File: src/rtl/print_spooler_fifo_if.sv
`default_nettype none
// ============================================================================
//  Module      : print_spooler_fifo_if
//  Description : Enqueue handshake and head-peek bundle of the print spooler.
//  Revision    : 1.0 - initial release
// ============================================================================
interface print_spooler_fifo_if #(
    parameter int ID_W    = 8,
    parameter int PAGES_W = 8
);
    logic               enq_valid;
    logic [ID_W-1:0]    enq_id;
    logic [PAGES_W-1:0] enq_pages;
    logic               enq_ready;
    logic               head_valid;
    logic [ID_W-1:0]    head_id;
    logic [PAGES_W-1:0] head_pages;

    modport master (
        output enq_valid, enq_id, enq_pages,
        input  enq_ready, head_valid, head_id, head_pages
    );

    modport slave (
        input  enq_valid, enq_id, enq_pages,
        output enq_ready, head_valid, head_id, head_pages
    );
endinterface
`default_nettype wire

File: src/rtl/print_spooler_fifo.sv
`default_nettype none
// ============================================================================
//  Module      : print_spooler_fifo
//  Description : Circular job queue with an automatic page-timed printer engine.
//  Revision    : 1.0 - initial release
// ============================================================================
module print_spooler_fifo #(
    parameter int DEPTH       = 4,
    parameter int ID_W        = 8,
    parameter int PAGES_W     = 8,
    parameter int PAGE_CYCLES = 4,
    localparam int CNT_W      = $clog2(DEPTH + 1),
    localparam int TOT_W      = PAGES_W + CNT_W
) (
    input  wire logic                clk,
    input  wire logic                rst_n,
    print_spooler_fifo_if.slave      bus,
    input  wire logic                flush,
    input  wire logic                pause,
    input  wire logic                clr_err,
    output logic [CNT_W-1:0]         count,
    output logic [TOT_W-1:0]         total_pages,
    output logic                     empty,
    output logic                     full,
    output logic                     printing,
    output logic [ID_W-1:0]          print_id,
    output logic [PAGES_W-1:0]       pages_left,
    output logic                     job_done,
    output logic [ID_W-1:0]          done_id,
    output logic                     err_overflow
);

    localparam int PTR_W = $clog2(DEPTH);
    localparam int CYC_W = (PAGE_CYCLES > 1) ? $clog2(PAGE_CYCLES) : 1;

    localparam logic [1:0] ST_IDLE  = 2'd0;
    localparam logic [1:0] ST_PRINT = 2'd1;
    localparam logic [1:0] ST_DONE  = 2'd2;

    logic [ID_W-1:0]    mem_id_q    [DEPTH];
    logic [PAGES_W-1:0] mem_pages_q [DEPTH];

    logic [PTR_W-1:0]   wr_ptr_q, wr_ptr_d, rd_ptr_q, rd_ptr_d;
    logic [CNT_W-1:0]   count_q, count_d;
    logic [TOT_W-1:0]   total_q, total_d;
    logic               empty_q, empty_d, full_q, full_d, err_q, err_d;
    logic [1:0]         state_q, state_d;
    logic [CYC_W-1:0]   cyc_q, cyc_d;
    logic [ID_W-1:0]    print_id_q, print_id_d;
    logic [PAGES_W-1:0] pages_left_q, pages_left_d;

    logic               w_do_enq, w_do_pop;
    logic [ID_W-1:0]    w_head_id;
    logic [PAGES_W-1:0] w_head_pages;

    assign w_head_id    = empty_q ? '0 : mem_id_q[rd_ptr_q];
    assign w_head_pages = empty_q ? '0 : mem_pages_q[rd_ptr_q];

    // enq_ready looks only at pre-edge fullness, so a pop cannot free a slot for a same-edge enqueue
    assign w_do_enq = bus.enq_valid && !full_q && !flush;
    assign w_do_pop = (state_q == ST_IDLE) && !empty_q && !pause && !flush;

    assign bus.enq_ready  = !full_q;
    assign bus.head_valid = !empty_q;
    assign bus.head_id    = w_head_id;
    assign bus.head_pages = w_head_pages;

    assign count        = count_q;
    assign total_pages  = total_q;
    assign empty        = empty_q;
    assign full         = full_q;
    assign print_id     = print_id_q;
    assign pages_left   = pages_left_q;
    assign err_overflow = err_q;

    always_ff @(posedge clk) begin
        if (w_do_enq) begin
            mem_id_q[wr_ptr_q]    <= bus.enq_id;
            mem_pages_q[wr_ptr_q] <= bus.enq_pages;
        end
    end

    always_comb begin
        wr_ptr_d = wr_ptr_q;
        rd_ptr_d = rd_ptr_q;
        count_d  = count_q;
        total_d  = total_q;
        if (flush) begin
            wr_ptr_d = '0;
            rd_ptr_d = '0;
            count_d  = '0;
            total_d  = '0;
        end else begin
            if (w_do_enq) wr_ptr_d = wr_ptr_q + 1'b1;
            if (w_do_pop) rd_ptr_d = rd_ptr_q + 1'b1;
            count_d = count_q + CNT_W'(w_do_enq) - CNT_W'(w_do_pop);
            total_d = total_q
                    + (w_do_enq ? TOT_W'(bus.enq_pages) : '0)
                    - (w_do_pop ? TOT_W'(w_head_pages)  : '0);
        end
        empty_d = (count_d == '0);
        full_d  = (count_d == CNT_W'(DEPTH));
        err_d   = (bus.enq_valid && full_q) ? 1'b1 : (clr_err ? 1'b0 : err_q);
    end

    always_ff @(posedge clk or negedge rst_n) begin
        if (!rst_n) begin
            wr_ptr_q     <= '0;
            rd_ptr_q     <= '0;
            count_q      <= '0;
            total_q      <= '0;
            empty_q      <= 1'b1;
            full_q       <= 1'b0;
            err_q        <= 1'b0;
            state_q      <= ST_IDLE;
            cyc_q        <= '0;
            print_id_q   <= '0;
            pages_left_q <= '0;
        end else begin
            wr_ptr_q     <= wr_ptr_d;
            rd_ptr_q     <= rd_ptr_d;
            count_q      <= count_d;
            total_q      <= total_d;
            empty_q      <= empty_d;
            full_q       <= full_d;
            err_q        <= err_d;
            state_q      <= state_d;
            cyc_q        <= cyc_d;
            print_id_q   <= print_id_d;
            pages_left_q <= pages_left_d;
        end
    end

    always_comb begin
        state_d      = state_q;
        cyc_d        = cyc_q;
        print_id_d   = print_id_q;
        pages_left_d = pages_left_q;
        case (state_q)
            ST_IDLE: begin
                if (w_do_pop) begin
                    print_id_d   = w_head_id;
                    pages_left_d = w_head_pages;
                    cyc_d        = '0;
                    state_d      = (w_head_pages == '0) ? ST_DONE : ST_PRINT;
                end
            end
            ST_PRINT: begin
                if (!pause) begin
                    if (cyc_q == CYC_W'(PAGE_CYCLES - 1)) begin
                        cyc_d        = '0;
                        pages_left_d = pages_left_q - 1'b1;
                        if (pages_left_q == PAGES_W'(1)) state_d = ST_DONE;
                    end else begin
                        cyc_d = cyc_q + 1'b1;
                    end
                end
            end
            ST_DONE:  state_d = ST_IDLE;
            default:  state_d = ST_IDLE;
        endcase
    end

    always_comb begin
        printing = (state_q == ST_PRINT) || (state_q == ST_DONE);
        job_done = (state_q == ST_DONE);
        done_id  = job_done ? print_id_q : '0;
    end

endmodule
`default_nettype wire

File: src/flat_wrapper.sv
// flat-port wrapper written by rule: the top's interface ports become plain ports
module print_spooler_fifo_flat 
#(
    parameter int DEPTH       = 4,
    parameter int ID_W        = 8,
    parameter int PAGES_W     = 8,
    parameter int PAGE_CYCLES = 4,
    localparam int CNT_W      = $clog2(DEPTH + 1),
    localparam int TOT_W      = PAGES_W + CNT_W
)
  (clk, rst_n, flush, pause, clr_err, count, total_pages, empty, full, printing, print_id, pages_left, job_done, done_id, err_overflow, bus_enq_valid, bus_enq_id, bus_enq_pages, bus_enq_ready, bus_head_valid, bus_head_id, bus_head_pages);
  print_spooler_fifo_if #(.ID_W(ID_W), .PAGES_W(PAGES_W)) bus_i ();
  input  wire logic clk;
  input  wire logic rst_n;
  input  wire logic flush;
  input  wire logic pause;
  input  wire logic clr_err;
  output logic [CNT_W-1:0] count;
  output logic [TOT_W-1:0] total_pages;
  output logic empty;
  output logic full;
  output logic printing;
  output logic [ID_W-1:0] print_id;
  output logic [PAGES_W-1:0] pages_left;
  output logic job_done;
  output logic [ID_W-1:0] done_id;
  output logic err_overflow;
  input wire logic [$bits(bus_i.enq_valid)-1:0] bus_enq_valid;
  input wire logic [$bits(bus_i.enq_id)-1:0] bus_enq_id;
  input wire logic [$bits(bus_i.enq_pages)-1:0] bus_enq_pages;
  output wire logic [$bits(bus_i.enq_ready)-1:0] bus_enq_ready;
  output wire logic [$bits(bus_i.head_valid)-1:0] bus_head_valid;
  output wire logic [$bits(bus_i.head_id)-1:0] bus_head_id;
  output wire logic [$bits(bus_i.head_pages)-1:0] bus_head_pages;
  assign bus_i.enq_valid = bus_enq_valid;
  assign bus_i.enq_id = bus_enq_id;
  assign bus_i.enq_pages = bus_enq_pages;
  assign bus_enq_ready = bus_i.enq_ready;
  assign bus_head_valid = bus_i.head_valid;
  assign bus_head_id = bus_i.head_id;
  assign bus_head_pages = bus_i.head_pages;
  print_spooler_fifo #(.DEPTH(DEPTH), .ID_W(ID_W), .PAGES_W(PAGES_W), .PAGE_CYCLES(PAGE_CYCLES)) u_core (.clk(clk), .rst_n(rst_n), .bus(bus_i), .flush(flush), .pause(pause), .clr_err(clr_err), .count(count), .total_pages(total_pages), .empty(empty), .full(full), .printing(printing), .print_id(print_id), .pages_left(pages_left), .job_done(job_done), .done_id(done_id), .err_overflow(err_overflow));
endmodule
File: config.mk
export PLATFORM = sky130hd
export DESIGN_NAME = print_spooler_fifo_flat
export DESIGN_NICKNAME = d
export VERILOG_FILES = /design/src/rtl/print_spooler_fifo_if.sv /design/src/rtl/print_spooler_fifo.sv /design/src/flat_wrapper.sv
export SDC_FILE = /design/constraint.sdc
export NUM_CORES = 1
export LEC_CHECK = 0
export BUFFER_PORTS_ARGS = -buffer_cell sky130_fd_sc_hd__buf_4
export CAP_MARGIN = 20
export CORE_ASPECT_RATIO = 0.7
export CORE_MARGIN = 3
export CORE_UTILIZATION = 45
export DETAILED_ROUTE_END_ITERATION = 10
export PLACE_DENSITY_LB_ADDON = 0.3
export SYNTH_ARGS = -nofsm -noshare
export SYNTH_HDL_FRONTEND = slang
export SYNTH_SLANG_ARGS = --single-unit
File: constraint.sdc
create_clock -name clk -period 3.66 [get_ports clk]
set_input_delay 0.366 -clock clk [delete_from_list [all_inputs] [get_ports clk]]
set_output_delay 0.366 -clock clk [all_outputs]
set_load 0.02 [all_outputs]
==> results of run 1 <==
worst paths after layout:
kind | slack [ns] | depth (start not counted) | to | startpoint
min in group clk | 0.22 | 2 | u_core.err_overflow | clr_err
max | 0.18 | 10 | u_core.total_pages[8] | u_core.rd_ptr_q[0]
max in group asynchronous | 3.23 | 1 | u_core.rd_ptr_q[0] | rst_n
max reg2reg | 0.18 | 10 | u_core.total_pages[8] | u_core.rd_ptr_q[0]
min | 0.02 | 1 | u_core.count[1] | rst_n
min reg2reg | 0.53 | 2 | u_core.err_overflow | u_core.full
placed cells by master (no fill, tap or decap), types with 9 or more instances in the layout:
cell,Yosys,layout
and2_1,37,37
nor2b_1,10,9
mux2_2,10,10
inv_1,43,43
nor2_1,23,23
nand2_1,16,16
mux4_2,14,14
a21oi_1,13,12
o21ai_0,13,13
clkbuf_16,0,9
ha_1,23,22
nor3_1,9,9
edfxtp_1,64,64
fa_1,9,9
buf_4,0,93
dfrtp_1,40,39
worst reg2reg max path, delay by kind of cell, from the launching register on:
| family | cells | cell delay (ns) |
|---|---|---|
| mux | 2 | 0.90 |
| buf+inv | 1 | 0.04 |
| simple gates | 2 | 0.36 |
| flops | 1 | 0.43 |
| fa+ha+maj | 2 | 0.83 |
| compound gates | 3 | 0.80 |
where the power goes:
group,internal (mW),switching (mW)
clock network,0.479,0.454
registers,1.51,0.192
logic,1.07,1.35
cells by family after synthesis:
group | after synthesis
AO/OA/AOI/OAI | 54
XOR/XNOR | 9
adder cells (fa/ha/maj) | 32
buffers and inverters | 57
flip-flops | 105
multiplexers | 30
AND/OR/NAND/NOR | 118
metal layers:
metal	routed length (um)	part of all wire	global-route usage	up-vias
met2	5160	0.47	0.276	74
li1	-	-	-	1614
met4	98	0.0089	0.0466	0
met1	5250	0.48	0.258	1740
met5	0	0	0	-
met3	512	0.046	0.0392	6
synthesized netlist by cell type, drive strengths merged:
master   number
a21o          2
or2           1
o21a          4
nand2b        3
nand2        16
dfrtp        40
a2111oi       1
nor4b         1
nor3          9
dfstp         1
clkbuf       11
nor3b         2
inv          43
nor4bb        1
o21bai        2
nand3         7
a211oi        3
a21oi        13
mux4         16
mux2         10
edfxtp       64
xor2          5
and2         37
a31oi         1
a22o          3
o31a          1
or3           1
nand4         2
nand4b        1
a311oi        1
xnor2         4
nor2         23
nand3b        1
o22ai         7
o21ai        15
buf           3
mux2i         4
or4           3
nor2b        10
o211ai        1
ha           23
fa            9
flip-flops by register name, indices dropped and copies added (netlist names):
name                 flops
u_core.err_overflow      1
u_core.total_pages      11
u_core.print_id          8
u_core.empty             1
u_core.mem_pages_q      32
u_core.mem_id_q         32
u_core.rd_ptr_q          2
u_core.full              1
u_core.state_q           2
u_core.count             3
u_core.pages_left        8
u_core.cyc_q             2
u_core.wr_ptr_q          2
cell type report:
cell class              instances  area share
well taps                     153      0.0301
clock inverters                 6     0.00945
inverters                      43      0.0254
repair buffers                 93       0.110
multi-input cells             243       0.325
clock buffers                  10      0.0360
flip-flops and latches        105       0.464
what timing repair did:
action,in CTS,in global routing
buffers inserted,0,0
gates resized for setup,0,5
endpoints found under the setup margin,0,4
hold buffers,0,0
through the flow:
step / area, sq um / util / cells
2_1_floorplan: 5220 / - / 405
3_3_place_gp: 6050 / 0.542 / 637
3_5_place_dp: 6050 / 0.542 / 637
4_1_cts: 6340 / 0.568 / 653
5_1_grt: 6360 / 0.569 / 653
6_report: 6360 / 0.569 / 653
==> qor.csv, run 1 <==
metric,value,unit
status,"complete, no violations",
gp_congestion,0.831,
max-slew-margin-rel,0.416,
route.vias.total,3434,
cts_tree,done,
htree_levels,3,
crit_path_start_kind,flip-flop,
grt_overflow,0,
clkTransAtPathRegs,0.08,ns
drive_above_1_share,0.280,
synth.area.top_cells,"edfxtp_1 37%, dfrtp_1 19%, mux4_2 6.1%, ha_1 5.5%, and2_1 4.4%",
ios,83,
critPathTopFamily,multiplexers,
critical_path.max_stage_delay,0.54,ns
place_ws,0.109,ns
wl,11000,um
drtIter0Drc,257,
synth-seq-cells,105,
final_nets,549,
synth_compound_area_frac,0.0639,
synthToLayoutAreaGrowth,22.0,%
route.detailed.drc,0,
tightest_slew,0.876,ns
syn_inst,405,
crit_slowest_cell,mux4_2,
synth_simple_gate_area_frac,0.122,
antenna_left,0,
cp_cell_sequence,mux4_2 > and2_1 > fa_1 > inv_1 > ha_1 > nor2b_2 > o31a_1 > o21a_1 > a311oi_2 > mux2_2,
gr-usage-all-layers,0.178,
worstPathMaxFanout,5,
clk_latency,0.35,ns
crit_path_end_kind,flip-flop,
synth_xor_xnor_area_share,0.0151,
avgViaCountPerCell,5.26,
antenna_found_initial,0,
wl_per_cell,16.9,um
fin_hold_ws,0.0186,ns
synth_top_family_by_area,simple AND/OR/NAND/NOR gates,
finalHoldViolCount,0,
root_buffer,clkbuf_16,
rows,32,
ys_seq_area_frac,0.566,
synth.distinct_cells,45,
yosys_warnings,0,
rsz0062_at_grt,no,
setup_viol,0,
cts.sinks,105,
syn_nets,459,
cp.required,3.90,ns
dpl.hpwl,8070,um
clockBufferDepth,2,
synth.cell_area,5210,sq um
synthAdderAreaFrac,0.0898,
grt_pass1_wl,17800,um
numCtsBuffers,9,
multi_input_area,2070,sq um
grt_pass1_vias,3372,
die_area,12900,sq um
p_leak,2.64,nW
cap_violations,0,
drv_slew,0,
fin_ws,0.185,ns
grt_max_degree,42,
dieWidth,135,um
max_freq,288,MHz
powerDensity,794,nW/um^2
synth.largest_area_cell,edfxtp_1,
firstDrtPassIters,4,
crit_arrival,3.71,ns
ir_drop,0.000316,V
yosysTopAreaCellShare,0.369,
fin_worst_skew,0.00851,ns
regArea,2950,sq um
min_path_type,in -> async,
diodes,0,
die_h,96.0,um
fillerInstances,933,
p_total,5.05,mW
fin_crit_sh,0.950,
port_buffers,82,
muxShareOfSynthArea,0.0999,
initial_core_util,0.466,
path_class,reg -> reg,
period_needed,3.48,ns
core-area,11200,sq um
crit_buf_inv,1,
synth_area_per_cell,12.9,sq um
final.setup.tns,0,ns
Power figures use the tool's default switching activity.
==> run 2: changes to the inputs <==
- ABC_AREA: default -> 1
==> run 2 against run 1 <==
Clock power is 0.5% higher. Flip-flop and latch count unchanged. Largest cell class unchanged. Combinational power increased by 5%. Sequential power down 3%. Total power up 1.4%. Final cell count increased by 24%. Critical path depth up 5. Setup slack improved by 0.27 ns. Register-to-register slack better by 0.27 ns. Wire length up 9.1%. Non-clock buffer count is 1 lower. Clock skew grew 0.0051 ns.
==> qor.csv, run 2 <==
metric,value,unit,change
clk_latency,0.35,ns,about the same
crit_arrival,3.44,ns,-0.27 ns
synth_commonest_cells,"139 x nand2_1, 82 x inv_1, 64 x edfxtp_1",,
cap_violations,0,,unchanged
route.detailed.drc,0,,unchanged
dieWidth,137,um,+1.5%
syn_inst,565,,+40%
final.setup.tns,0,ns,unchanged
tightest_slew,0.593,ns,-0.283 ns
max-slew-margin-rel,0.605,,+0.189
htree_levels,3,,unchanged
synthArstFlopShare,0.390,,unchanged
setup_viol,0,,unchanged
min_path_type,in -> async,,
p_leak,3.05,nW,+15%
core-area,11300,sq um,+1.4%
path_class,reg -> reg,,
gp_congestion,0.895,,+7.7%
grt_max_degree,42,,unchanged
rsz0062_at_grt,no,,
clockBufferDepth,2,,unchanged
synth.cell_area,5370,sq um,+3.1%
place_ws,0.485,ns,+0.376 ns
rows,32,,unchanged
firstDrtPassIters,4,,unchanged
yosysTopAreaCellShare,0.358,,-0.0111
worstPathMaxFanout,26,,+21
diodes,0,,unchanged
ctsResizeCount,0,,unchanged
yosys_warnings,0,,unchanged
cp.required,3.90,ns,about the same
max_freq,312,MHz,+8.5%
die_h,97.4,um,+1.4%
synth_area_per_cell,9.51,sq um,-26%
antenna_left,0,,unchanged
postCtsHoldBufs,0,,unchanged
synth_ff_type,edfxtp_1,,
place_area,6130,sq um,+1.3%
finalHoldViolCount,0,,unchanged
fin_worst_skew,0.0136,ns,+0.00509 ns
ir_drop,0.000438,V,+38%
drtIter0Drc,262,,+1.9%
fin_area,6430,sq um,+1.1%
drive_above_1_share,0.177,,-0.103
synth.distinct_cells,33,,-27%
fin_ws,0.457,ns,+0.272 ns
status,"complete, no violations",,
ff2ff_path_depth,15,,+5
r2r_slack,0.46,ns,+0.27 ns
wl_per_cell,14.9,um,-12%
fillerInstances,996,,+6.8%
synthToLayoutAreaGrowth,19.6,%,
dpl.hpwl,8870,um,+9.9%
gr-usage-all-layers,0.190,,+0.0115
reg2reg_to,u_core.total_pages[8],,
crit_path_end_kind,flip-flop,,
route.vias.total,4041,,+18%
synth_edf_count,64,,unchanged
antenna_found_initial,0,,unchanged
avgViaCountPerCell,5.00,,-4.9%
drv_slew,0,,unchanged
synth.largest_area_cell,edfxtp_1,,
ys_seq_area_frac,0.549,,-0.0170
synth-seq-cells,105,,unchanged
cts.sinks,105,,unchanged
synth.area.top_cells,"edfxtp_1 36%, dfrtp_1 19%, nand2_1 9.7%, inv_1 5.7%, ha_1 5.4%",,
crit_path_start_kind,flip-flop,,
ios,83,,unchanged
grt_pass1_wl,19600,um,+9.7%
grt_pass1_vias,3906,,+16%
synth_most_common_cell,nand2_1,,
syn_nets,619,,+35%
final_common_cell,nand2_1,,
clkTransAtPathRegs,0.07,ns,about the same
p_total,5.12,mW,+1.4%
wl,12000,um,+9.1%
powerDensity,797,nW/um^2,+0.30%
reg2reg_from,u_core.state_q[1],,
port_buffers,82,,unchanged
final_nets,704,,+28%
grt_overflow,0,,unchanged
initial_core_util,0.474,,+0.00765
root_buffer,clkbuf_16,,
cts_setup_buffers,0,,unchanged
layout_common_cells,"139 x nand2_1, 92 x buf_4, 82 x inv_1, 64 x edfxtp_1, 59 x nor2_1",,
numCtsBuffers,9,,unchanged
die_area,13300,sq um,+2.9%
cts_tree,done,,
fin_hold_ws,0.0131,ns,-0.00546 ns
fin_crit_sh,0.875,,-0.0742
period_needed,3.20,ns,-0.272 ns
## run 2: cell count changes in the layout (fill, tap and decap cells not counted), sizes merged, moves of 10 or more
| cell | change |
|---|---|
| a21oi | +13 |
| and2 | -36 |
| inv | +40 |
| mux2 | -10 |
| mux4 | -16 |
| nand2 | +125 |
| nand3 | +28 |
| nor2 | +37 |
| nor2b | -10 |
| o21ai | +12 |
## run 2: area by class of cell
| cell class | count | area (sq um) | area share |
|---|---|---|---|
| Clock buffer | 10 | 250 | 0.0389 |
| Clock inverter | 6 | 46.3 | 0.00720 |
| Timing Repair Buffer | 92 | 691 | 0.107 |
| Sequential cell | 105 | 2950 | 0.459 |
| Tap cell | 153 | 191 | 0.0298 |
| Multi-Input combinational cell | 356 | 1970 | 0.307 |
| Inverter | 86 | 328 | 0.0510 |
## run 2: power breakdown
| part | switching, mW | internal, mW |
|---|---|---|
| Clock | 0.429 | 0.509 |
| Sequential | 0.157 | 1.50 |
| Combinational | 1.59 | 0.942 |
## run 2: cells by family (layout without fill, tap and decap cells)
kind of cell               count (synthesis)  in the layout  share of synthesized area
AOI/OAI and AO/OA                         70             70                     0.0766
xor gates and xnor gates                   7              7                     0.0114
adders and majority gates                 32             32                     0.0871
DFF                                      105            105                      0.549
buffers and inverters                    104            194                     0.0841
and+or+nand+nor                          247            247                      0.192
## run 2: layer usage
metal / global-route usage / vias up / share of wire
met2: 0.283 / 110 / 0.45
li1: - / 2005 / -
met1: 0.275 / 1916 / 0.47
met3: 0.0518 / 10 / 0.071
met4: 0.0480 / 0 / 0.0085
met5: 0 / - / 0
## run 2: worst max path at each step
stage                           start                    end  slack (ns)  cells past startpoint
floorplan           u_core.state_q[0]  u_core.total_pages[8]        0.66                     13
global placement    u_core.state_q[0]  u_core.total_pages[8]        0.58                     12
detailed placement  u_core.state_q[0]  u_core.total_pages[8]        0.49                     15
CTS                 u_core.state_q[0]  u_core.total_pages[8]        0.46                     15
global route        u_core.state_q[0]  u_core.total_pages[8]        0.18                     12
finish              u_core.state_q[1]  u_core.total_pages[8]        0.46                     15
## run 2: metrics by stage
stage	util	cells
final	0.567	808
after global routing	0.567	808
after CTS	0.567	808
after detailed placement	0.541	792
after global placement	0.541	792
after floorplan	-	565
## run 2: critical path, cell delays in order (launching register included)
cell	delay [ns]
dfrtp_1	0.40
inv_1	0.10
ha_1	0.22
inv_1	0.11
nor3_4	0.20
nand2_4	0.23
nor2_1	0.19
ha_1	0.25
inv_1	0.06
ha_1	0.21
inv_1	0.08
fa_1	0.43
o21ai_0	0.30
nand2_1	0.11
a21oi_1	0.16
nor2_1	0.06
